===== src/rtl/fir_coeff_loader_if.sv =====
// ----------------------------------------------------------------------------
// fir_coeff_loader_if
//
// Serial coefficient word stream with a valid/ready handshake. A word moves
// on a rising edge where valid && ready are both high.
//
// Signals:
//   valid  source -> loader  word on data is valid
//   ready  loader -> source  loader can accept a word this cycle
//   data   source -> loader  signed coefficient word, tap 0 first
//   last   source -> loader  marks the final word of a frame
//
// Modports:
//   master  the word source
//   slave   the coefficient loader
// ----------------------------------------------------------------------------
interface fir_coeff_loader_if #(
    parameter int WIDTH = 16
);
    logic                    valid;
    logic                    ready;
    logic signed [WIDTH-1:0] data;
    logic                    last;

    modport master (output valid, output data, output last, input ready);
    modport slave  (input valid, input data, input last, output ready);
endinterface


===== src/rtl/fir_coeff_loader.sv =====
// ----------------------------------------------------------------------------
// fir_coeff_loader
//
// Coefficient writer for the FIR datapath. Words arrive on a valid/ready
// stream, are staged in a shadow bank, the frame length is checked against
// N, and a complete frame is committed atomically to the active bank on a
// cycle where swap_en is high. The active bank feeds the filter, so the
// filter never sees a partially written coefficient set.
//
// Optional build macro:
//   FIR_COEFF_SYMMETRIC_EN  frames carry N = (TAPS+1)/2 words; on commit
//                           coeff[k] and coeff[TAPS-1-k] both take shadow[k].
//                           Undefined: N = TAPS and coeff[k] takes shadow[k].
//
// Parameters:
//   WIDTH       coefficient word width (signed, Q format)
//   TAPS        number of filter taps (>= 2)
//   fractWidth  fractional bits; coeff[0] resets to 1.0 = 1 << fractWidth
//
// Ports:
//   clk           rising-edge clock
//   reset         synchronous active-high reset
//   s             word stream (slave side of fir_coeff_loader_if)
//   swap_en       commit window (filter sample boundary)
//   coeff         active signed coefficients, registered
//   coeff_update  one-cycle pulse on the edge the active bank changes
//   pending       a valid frame is staged and waiting for swap_en
//   err           one-cycle pulse after a frame of the wrong length
// ----------------------------------------------------------------------------
module fir_coeff_loader #(
    parameter int WIDTH      = 16,
    parameter int TAPS       = 8,
    parameter int fractWidth = 12
) (
    input  logic                    clk,
    input  logic                    reset,
    fir_coeff_loader_if.slave       s,
    input  logic                    swap_en,
    output logic signed [WIDTH-1:0] coeff [0:TAPS-1],
    output logic                    coeff_update,
    output logic                    pending,
    output logic                    err
);

`ifdef FIR_COEFF_SYMMETRIC_EN
    localparam int N = (TAPS + 1) / 2;
`else
    localparam int N = TAPS;
`endif

    localparam int                      CNT_W    = (N > 1) ? $clog2(N) : 1;
    localparam logic [CNT_W-1:0]        LAST_IDX = CNT_W'(N - 1);
    localparam logic signed [WIDTH-1:0] IDENT    = WIDTH'(1) << fractWidth;

    typedef enum logic [1:0] {
        ST_IDLE,
        ST_LOAD,
        ST_DRAIN,
        ST_PENDING
    } state_t;

    state_t                  state_q, state_d;
    logic [CNT_W-1:0]        cnt_q, cnt_d;
    logic                    err_q, err_d;
    logic                    upd_q, upd_d;
    logic                    wr_en;
    logic [CNT_W-1:0]        wr_idx;
    logic                    ready_int;

    logic signed [WIDTH-1:0] shadow_q     [0:N-1];
    logic signed [WIDTH-1:0] coeff_q      [0:TAPS-1];
    logic signed [WIDTH-1:0] commit_val   [0:TAPS-1];

    // ------------------------------------------------------------------
    // State register and datapath registers
    // ------------------------------------------------------------------
    always_ff @(posedge clk) begin
        if (reset) begin
            state_q <= ST_IDLE;
            cnt_q   <= '0;
            err_q   <= 1'b0;
            upd_q   <= 1'b0;
        end else begin
            state_q <= state_d;
            cnt_q   <= cnt_d;
            err_q   <= err_d;
            upd_q   <= upd_d;
        end
    end

    always_ff @(posedge clk) begin
        if (reset) begin
            for (int i = 0; i < N; i++) begin
                shadow_q[i] <= '0;
            end
        end else begin
            for (int i = 0; i < N; i++) begin
                if (wr_en && (wr_idx == CNT_W'(i))) begin
                    shadow_q[i] <= s.data;
                end
            end
        end
    end

    // The active bank only moves on the commit edge, which is exactly the
    // edge that raises coeff_update.
    always_ff @(posedge clk) begin
        if (reset) begin
            for (int i = 0; i < TAPS; i++) begin
                coeff_q[i] <= (i == 0) ? IDENT : '0;
            end
        end else if (upd_d) begin
            for (int i = 0; i < TAPS; i++) begin
                coeff_q[i] <= commit_val[i];
            end
        end
    end

    // Shadow-to-active routing: mirrored for the symmetric build.
    for (genvar gi = 0; gi < TAPS; gi++) begin : g_commit
`ifdef FIR_COEFF_SYMMETRIC_EN
        localparam int SRC = (gi < N) ? gi : (TAPS - 1 - gi);
`else
        localparam int SRC = gi;
`endif
        assign commit_val[gi] = shadow_q[SRC];
    end

    // ------------------------------------------------------------------
    // Next-state logic. Words are only accepted in states where ready is
    // high, so s.valid alone qualifies a transfer inside those states.
    // ------------------------------------------------------------------
    always_comb begin
        state_d = state_q;
        cnt_d   = cnt_q;
        err_d   = 1'b0;
        upd_d   = 1'b0;
        wr_en   = 1'b0;
        wr_idx  = cnt_q;
        case (state_q)
            ST_IDLE: begin
                if (s.valid) begin
                    wr_en  = 1'b1;
                    wr_idx = '0;
                    if (s.last) begin
                        err_d = 1'b1;
                    end else begin
                        state_d = ST_LOAD;
                        cnt_d   = CNT_W'(1);
                    end
                end
            end
            ST_LOAD: begin
                if (s.valid) begin
                    wr_en = 1'b1;
                    if (cnt_q == LAST_IDX) begin
                        state_d = s.last ? ST_PENDING : ST_DRAIN;
                        cnt_d   = '0;
                    end else if (s.last) begin
                        err_d   = 1'b1;
                        state_d = ST_IDLE;
                        cnt_d   = '0;
                    end else begin
                        cnt_d = cnt_q + CNT_W'(1);
                    end
                end
            end
            ST_DRAIN: begin
                // Overlong frame: swallow words until its last one.
                if (s.valid && s.last) begin
                    err_d   = 1'b1;
                    state_d = ST_IDLE;
                end
            end
            ST_PENDING: begin
                if (swap_en) begin
                    upd_d   = 1'b1;
                    state_d = ST_IDLE;
                end
            end
            default: begin
                state_d = ST_IDLE;
                cnt_d   = '0;
            end
        endcase
    end

    // ------------------------------------------------------------------
    // Outputs decoded from registered state only
    // ------------------------------------------------------------------
    always_comb begin
        ready_int = 1'b1;
        pending   = 1'b0;
        if (state_q == ST_PENDING) begin
            ready_int = 1'b0;
            pending   = 1'b1;
        end
    end

    assign s.ready      = ready_int;
    assign coeff        = coeff_q;
    assign coeff_update = upd_q;
    assign err          = err_q;

endmodule

===== src/flat_wrapper.sv =====
// flat-port wrapper written by rule: the top's interface ports become plain ports
module fir_coeff_loader_flat 
#(
    parameter int WIDTH      = 16,
    parameter int TAPS       = 8,
    parameter int fractWidth = 12
)
  (clk, reset, swap_en, coeff, coeff_update, pending, err, s_valid, s_data, s_last, s_ready);
  fir_coeff_loader_if #(.WIDTH(WIDTH)) s_i ();
  input  logic clk;
  input  logic reset;
  input  logic swap_en;
  output logic signed [WIDTH-1:0] coeff[0:TAPS-1];
  output logic coeff_update;
  output logic pending;
  output logic err;
  input wire logic [$bits(s_i.valid)-1:0] s_valid;
  input wire logic [$bits(s_i.data)-1:0] s_data;
  input wire logic [$bits(s_i.last)-1:0] s_last;
  output wire logic [$bits(s_i.ready)-1:0] s_ready;
  assign s_i.valid = s_valid;
  assign s_i.data = s_data;
  assign s_i.last = s_last;
  assign s_ready = s_i.ready;
  fir_coeff_loader #(.WIDTH(WIDTH), .TAPS(TAPS), .fractWidth(fractWidth)) u_core (.clk(clk), .reset(reset), .s(s_i), .swap_en(swap_en), .coeff(coeff), .coeff_update(coeff_update), .pending(pending), .err(err));
endmodule

===== config.mk =====
export PLATFORM = sky130hd
export DESIGN_NAME = fir_coeff_loader_flat
export DESIGN_NICKNAME = d
export VERILOG_FILES = /design/src/rtl/fir_coeff_loader_if.sv /design/src/rtl/fir_coeff_loader.sv /design/src/flat_wrapper.sv
export SDC_FILE = /design/constraint.sdc
export NUM_CORES = 1
export LEC_CHECK = 0
export ABC_AREA = 1
export CORE_MARGIN = 2
export CORE_UTILIZATION = 50
export CTS_BUF_LIST = sky130_fd_sc_hd__clkbuf_8
export DETAILED_ROUTE_END_ITERATION = 8
export PLACE_DENSITY = 0.78
export SYNTH_ARGS = -nofsm -noshare
export SYNTH_HDL_FRONTEND = slang
export SYNTH_SLANG_ARGS = --single-unit

===== constraint.sdc =====
create_clock -name clk -period 2.3 [get_ports clk]
set_input_delay 0.46 -clock clk [delete_from_list [all_inputs] [get_ports clk]]
set_output_delay 0.46 -clock clk [all_outputs]
set_load 0.03 [all_outputs]

==> results of run 1 <==
-- cells in the final DEF, fill, tap and decap left out --
cell,netlist,routed
dlygate4sd2_1,0,1
buf_4,12,12
nand2_1,273,273
o21ai_0,8,6
dfxtp_1,135,135
a21oi_1,131,131
nor3_1,2,2
clkinv_1,1,5
clkbuf_8,0,48
o21ai_1,0,2
nor2_2,12,12
clkinvlp_4,0,2
a21o_1,1,1
clkdlybuf4s50_1,0,150
clkinv_2,0,5
buf_12,0,9
o211ai_1,1,1
nor2_1,111,111
nand2_2,4,3
ha_1,2,2
edfxtp_1,128,128
nand2_4,2,3
bufinv_16,0,2
nand3_1,6,6
nand3_4,3,3
inv_2,6,5
inv_1,41,56
nor2_8,2,2
-- layer usage --
| layer | track usage (%) | wire, um | up-vias |
|---|---|---|---|
| li1 | - | - | 3323 |
| met1 | 28.0 | 9200 | 3234 |
| met2 | 35.3 | 10300 | 276 |
| met3 | 6.24 | 1640 | 57 |
| met4 | 9.21 | 811 | 0 |
| met5 | 0 | 0 | - |
-- report_power, final --
group / internal, mW / switching (mW) / total [mW]
registers: 5.10 / 0.0729 / 5.18
clock network: 2.13 / 1.73 / 3.86
logic: 0.180 / 0.394 / 0.574
-- worst max-delay path: stages, from the launching register on --
cell and delay, ns:
dfxtp_1 0.45, nand2_1 0.16, clkdlybuf4s50_1 0.63
-- cells by family after synthesis --
| logic type | share of synthesized area (%) |
|---|---|
| simple gates | 17.9 |
| fa+ha+maj | 0.264 |
| buf+inv | 5.20 |
| compound gates | 7.50 |
| flops | 69.1 |
-- area by class of cell --
type / instances / area share (%)
Sequential cell: 263 / 54.3
Clock buffer: 48 / 5.48
Clock inverter: 27 / 1.38
Timing Repair Buffer: 172 / 14.8
Inverter: 48 / 1.50
Multi-Input combinational cell: 558 / 20.2
Tap cell: 234 / 2.43
-- stage by stage --
step	power, mW	hold slack, ns	cell area [sq um]	std cells	util [%]
floorplan	5.61	0.422	9470	920	-
global placement	5.83	0.427	11200	1275	60.3
detailed placement	5.85	0.435	11200	1275	60.3
CTS	9.67	0.320	12100	1350	64.7
global route	9.93	0.343	12100	1350	64.7
finish	9.61	0.343	12100	1350	64.7
-- flip-flops by register name, indices dropped and copies added, names as in the netlist --
name / flops
u_core.state_q: 2
u_core.cnt_q: 3
u_core.coeff_update: 1
coeff: 128
u_core.err: 1
u_core.shadow_q: 128
-- worst max path at each step --
stage,start,end,cells past startpoint
2_1_floorplan,u_core.state_q[1]$_SDFFE_PP0P_,u_core.shadow_q[0][112]$_DFFE_PP_,6
3_3_place_gp,s_valid,u_core.shadow_q[0][91]$_SDFFCE_PN0P_,8
3_5_place_dp,s_valid,u_core.shadow_q[0][88]$_SDFFCE_PN0P_,8
4_1_cts,u_core.state_q[1]$_SDFFE_PP0P_,s_ready,2
5_1_grt,u_core.state_q[1]$_SDFFE_PP0P_,s_ready,2
6_report,u_core.state_q[1]$_SDFFE_PP0P_,s_ready,2
==> results.md, run 1 <==
- Outcome: finished clean
- Critical path endpoint category: output pin
- Cell Area, Synth: approximately 0.0095 sq mm
- WL per Instance: 16.3 um
- DR iter-0 viols: between 500 and 600
- Largest net degree at the start of global routing: between 80 and 90
- Synth-to-Final Area Change: 27.4%
- Post-route setup slack: ~0.09 ns
- FF-to-FF path depth: 7
- Sequential area share after synthesis: between 60 and 70%
- NumNets Final: about 1100
- RSZ-0062 raised after global routing: no
- YS warnings: 0
- Period utilization: a little over nine tenths
- Vias in the first global route: approximately 6700
- Detailed Route WL: approximately 22000 um
- CTS max path bufs: 3
- First-pass GRT wire length: about 34000 um
- Clock latency on the worst-skew pair: ~0.54 ns
- Fraction of registers with async set or reset after synthesis: 0%
- Hold_sp: reset
- Grt ovf: 0
- I/O pin total: approximately 150
- Clock root cell: clkbuf_8
- Final Hold Fails: 0
- Top cells by area, synth: edfxtp_1, dfxtp_1, nand2_1
- FF+latch count, synth: 263
- Static leakage: between 4 and 5 nW
- Syn Nets: between 900 and 1000
- DRT antenna net count: 0
- Vias per inst: just over 5
- Cell variety after synth: 23
- Skew final: approximately 0.032 ns
- TritonCTS clock tree: yes
- Max-slew headroom: 62.5%
- Die Y-Extent: around 140 um
- Crit path arrival time: roughly 1.8 ns
- F_max: about 0.45 GHz
- Place WS: 0.118 ns
- Post-synth top cells: nand2_1, dfxtp_1, a21oi_1
- Fin. max-slew vios: 0
- Gr usage total: 21.9%
- Req. time, crit path: around 1.8 ns
- Port bufs: approximately 150
- Crit Path Max Fanout: 7
- Top cell type by total area after synthesis: edfxtp_1
- Area of the multi-input gates: 0.00244 sq mm
- Most common cell in the netlist: nand2_1
- Post-CTS Setup Inserts: 0
- Antenna cells: 0
- Worst reg-to-reg setup slack: 0.63 ns
- FILL cells: 1441
- Post-route minimum period: about 2.2 ns
- Clock transition at path regs: 0.06 ns
- Die area: approximately 0.020 sq mm
- Pwr/cell area: 796 mW/mm^2
- DRC viols: 0
- Hold WC Path Type: input pin to flop
- Count of hold-fix buffers inserted at cts: 0
- Initial core utilization: a little over 50%
- Die width: between 100 and 150 um
- Layout cells sized above 1: under 10%
- Syn Area/Cell: about 10 sq um
- Critical path class: flop to output pin
- Num CTS Buffers: 41
- Row count: 50
- Hold depth: 2
- Antenna violations before repair: 0
- Clock Sinks: between 200 and 300
- Core area: 0.0186 sq mm
- Vias: between 6000 and 7000
- Peak VDD IR: slightly above 0.0004 V
- Number of synthesized flops with an enable pin: between 100 and 150
- Slew @ Worst Pin: approximately 0.56 ns
- R2R Path End: u_core.shadow_q[0][116]$_DFFE_PP_
- Setup TNS: 0 ns
- Synth Flop Type: dfxtp_1
- H-tree levels: 2
- Hold EP: coeff[122]$_SDFFE_PP0P_
- Placed wire-length estimate: about 14000 um
- Drt first pass iters: 5
- FF+latch area: between 0.006 and 0.007 sq mm
- Crit start category: flop
- Post_cts resized: 1
- Syn Inst Count: 920
- # setup viols final: 0
- RD Place Congestion: about 0.84
- Maxcap violations: 0
- Reg2Reg Launch Point: u_core.state_q[1]$_SDFFE_PP0P_
- Top cell type's share of synthesized area: between 40% and 50%
(Power assumes the default switching activity.)
==> run 2: changes to the inputs <==
--- a/config.mk
+++ b/config.mk
@@ -7,10 +7,10 @@
 export LEC_CHECK = 0
 export ABC_AREA = 1
 export CORE_MARGIN = 2
-export CORE_UTILIZATION = 50
+export CORE_UTILIZATION = 55
 export CTS_BUF_LIST = sky130_fd_sc_hd__clkbuf_8
 export DETAILED_ROUTE_END_ITERATION = 8
-export PLACE_DENSITY = 0.78
+export PLACE_DENSITY = 0.82
 export SYNTH_ARGS = -nofsm -noshare
 export SYNTH_HDL_FRONTEND = slang
 export SYNTH_SLANG_ARGS = --single-unit
==> constraint.sdc (replaced) <==
create_clock -name clk -period 2.6 [get_ports clk]
set_input_delay 0.52 -clock clk [delete_from_list [all_inputs] [get_ports clk]]
set_output_delay 0.52 -clock clk [all_outputs]
set_load 0.03 [all_outputs]
==> run 2 against run 1 <==
Net effect:
- cell count down 1.0%
- first-iteration DRC count down 3.2%
- highest routed layer unchanged
- clock skew down 0.0058 ns
- sequential power down 12%
==> results.md, run 2 (synthesis results as in run 1) <==
- Initial core utilization: 56.7%
- Post-CTS Setup Inserts: 0
- First-pass GRT wire length: between 30000 and 40000 um
- DRT antenna net count: 0
- Num CTS Buffers: 41
- Hold Slack: roughly 0.41 ns
- Drt first pass iters: 5
- Post_cts resized: 0
- Core area: 0.0167 sq mm
- Crit start category: flop
- Post-route setup slack: 0.124 ns
- Static leakage: between 4 and 5 nW
- Vias per inst: 5.22
- H-tree levels: 2
- # setup viols final: 0
- Hold WC Path Type: input pin to flop
- Critical path endpoint category: output pin
- Reg2Reg Launch Point: u_core.state_q[1]$_SDFFE_PP0P_
- Req. time, crit path: 2.08 ns
- Die area: ~0.018 sq mm
- Clock latency on the worst-skew pair: between 0.5 and 0.6 ns
- Placed wire-length estimate: about 15000 um
- Layout cells sized above 1: ~9.1%
- Port bufs: 152
- WL per Instance: 16.7 um
- Crit path arrival time: 1.96 ns
- Post-route minimum period: between 2 and 2.5 ns
- Count of hold-fix buffers inserted at cts: 0
- R2R Path End: u_core.shadow_q[0][90]$_SDFFCE_PN0P_
- Hold EP: coeff[112]$_SDFFE_PP0P_
- I/O pin total: 153
- Slew @ Worst Pin: 0.453 ns
- Worst reg-to-reg setup slack: around 0.75 ns
- F_max: slightly above 0.4 GHz
- Antenna violations before repair: 0
- Outcome: finished clean
- Crit path largest cell delay: 0.69 ns
- Highest-delay cell along the critical path: clkdlybuf4s50_1
- Clock root cell: clkbuf_8
- DRC viols: 0
- FF-to-FF path depth: 9
- Die width: around 140 um
- CP Cell Sequence: nand2_1 -> inv_2 -> clkdlybuf4s50_1
- Most frequent cells in the layout: nand2_1, clkdlybuf4s50_1, dfxtp_1
- Detailed Route WL: between 20000 and 25000 um
- Hold depth: 2
- Pwr/cell area: approximately 690 mW/mm^2
- Commonest non-fill, non-tap cell in the layout: nand2_1
- RD Place Congestion: between 0.8 and 0.9
- Row count: between 40 and 50
- RSZ-0062 raised after global routing: no
- Vias: about 7000
- Setup TNS: 0 ns
- Maxcap violations: 0
- Final Hold Fails: 0
- Critical path class: flop to output pin
- CTS max path bufs: 3
- Fin. max-slew vios: 0
- NumNets Final: 1106
- Peak VDD IR: 0.000456 V
- DR iter-0 viols: about 570
- Gr usage total: approximately a quarter
- Place WS: around 0.24 ns
- Vias in the first global route: about 6800
- Crit Path Max Fanout: 7
- Grt ovf: 0
- Clock transition at path regs: approximately 0.060 ns
- Skew final: between 0.02 and 0.03 ns
- Post-Layout Cell Count: roughly 1300
- Die Y-Extent: ~140 um
- Largest net degree at the start of global routing: 73
- Max-slew headroom: a little over two thirds
- Period utilization: a little over nine tenths
- Synth-to-Final Area Change: 25.8%
- TritonCTS clock tree: yes
- Clock Sinks: around 260
- Hold_sp: reset
- Antenna cells: 0
- DP Cell Count: approximately 1300
[run 2: final cells by class]
| class | count | area, sq um |
|---|---|---|
| clock buffer | 48 | 661 |
| clock inverter | 28 | 118 |
| fill | 1138 | 4780 |
| inverter | 48 | 181 |
| multi-input combinational | 558 | 2440 |
| sequential | 263 | 6550 |
| tap | 220 | 275 |
| timing repair buffer | 171 | 1700 |
[run 2: layer usage]
layer  wire length [um]  up-vias  part of all wire (%)  track usage [%]
met5                  0        -                     0                0
met4                886        0                   4.0             11.3
met3               1880       61                   8.4             5.50
met2              10900      338                    49             41.4
met1               8650     3252                    39             31.0
li1                   -     3321                     -                -
[run 2: critical path: cells and delay by family (launching register included)]
family	cells	cell delay [ns]
buffers and inverters	2	0.81
flip-flops	1	0.47
AND/OR/NAND/NOR	1	0.15
[run 2: power breakdown]
group          leakage, nW  switching [mW]  internal (mW)  total [mW]
Clock                0.480            1.52           1.68        3.21
Combinational         1.42           0.349          0.142       0.490
Sequential            2.41          0.0654           4.51        4.58
Total                 4.31            1.94           6.34        8.28
[run 2: worst max path at each step]
stage | endpoint | cells after the start | start | slack, ns
final | pending | 3 | u_core.state_q[1]$_SDFFE_PP0P_ | 0.12
after floorplan | u_core.shadow_q[0][112]$_DFFE_PP_ | 5 | s_valid | 0.12
after global routing | pending | 3 | u_core.state_q[1]$_SDFFE_PP0P_ | 0.06
after global placement | u_core.shadow_q[0][92]$_SDFFCE_PN0P_ | 8 | s_valid | 0.28
after CTS | pending | 3 | u_core.state_q[1]$_SDFFE_PP0P_ | 0.12
after detailed placement | u_core.shadow_q[0][92]$_SDFFCE_PN0P_ | 8 | s_valid | 0.24
[run 2: per-stage QoR]
step / util (%) / cell area (sq um) / power, mW
6_report: 71.4 / 11900 / 8.28
5_1_grt: 71.4 / 11900 / 8.57
4_1_cts: 71.4 / 11900 / 8.33
3_5_place_dp: 66.7 / 11100 / 5.15
3_3_place_gp: 66.7 / 11100 / 5.13
2_1_floorplan: - / 9470 / 4.96
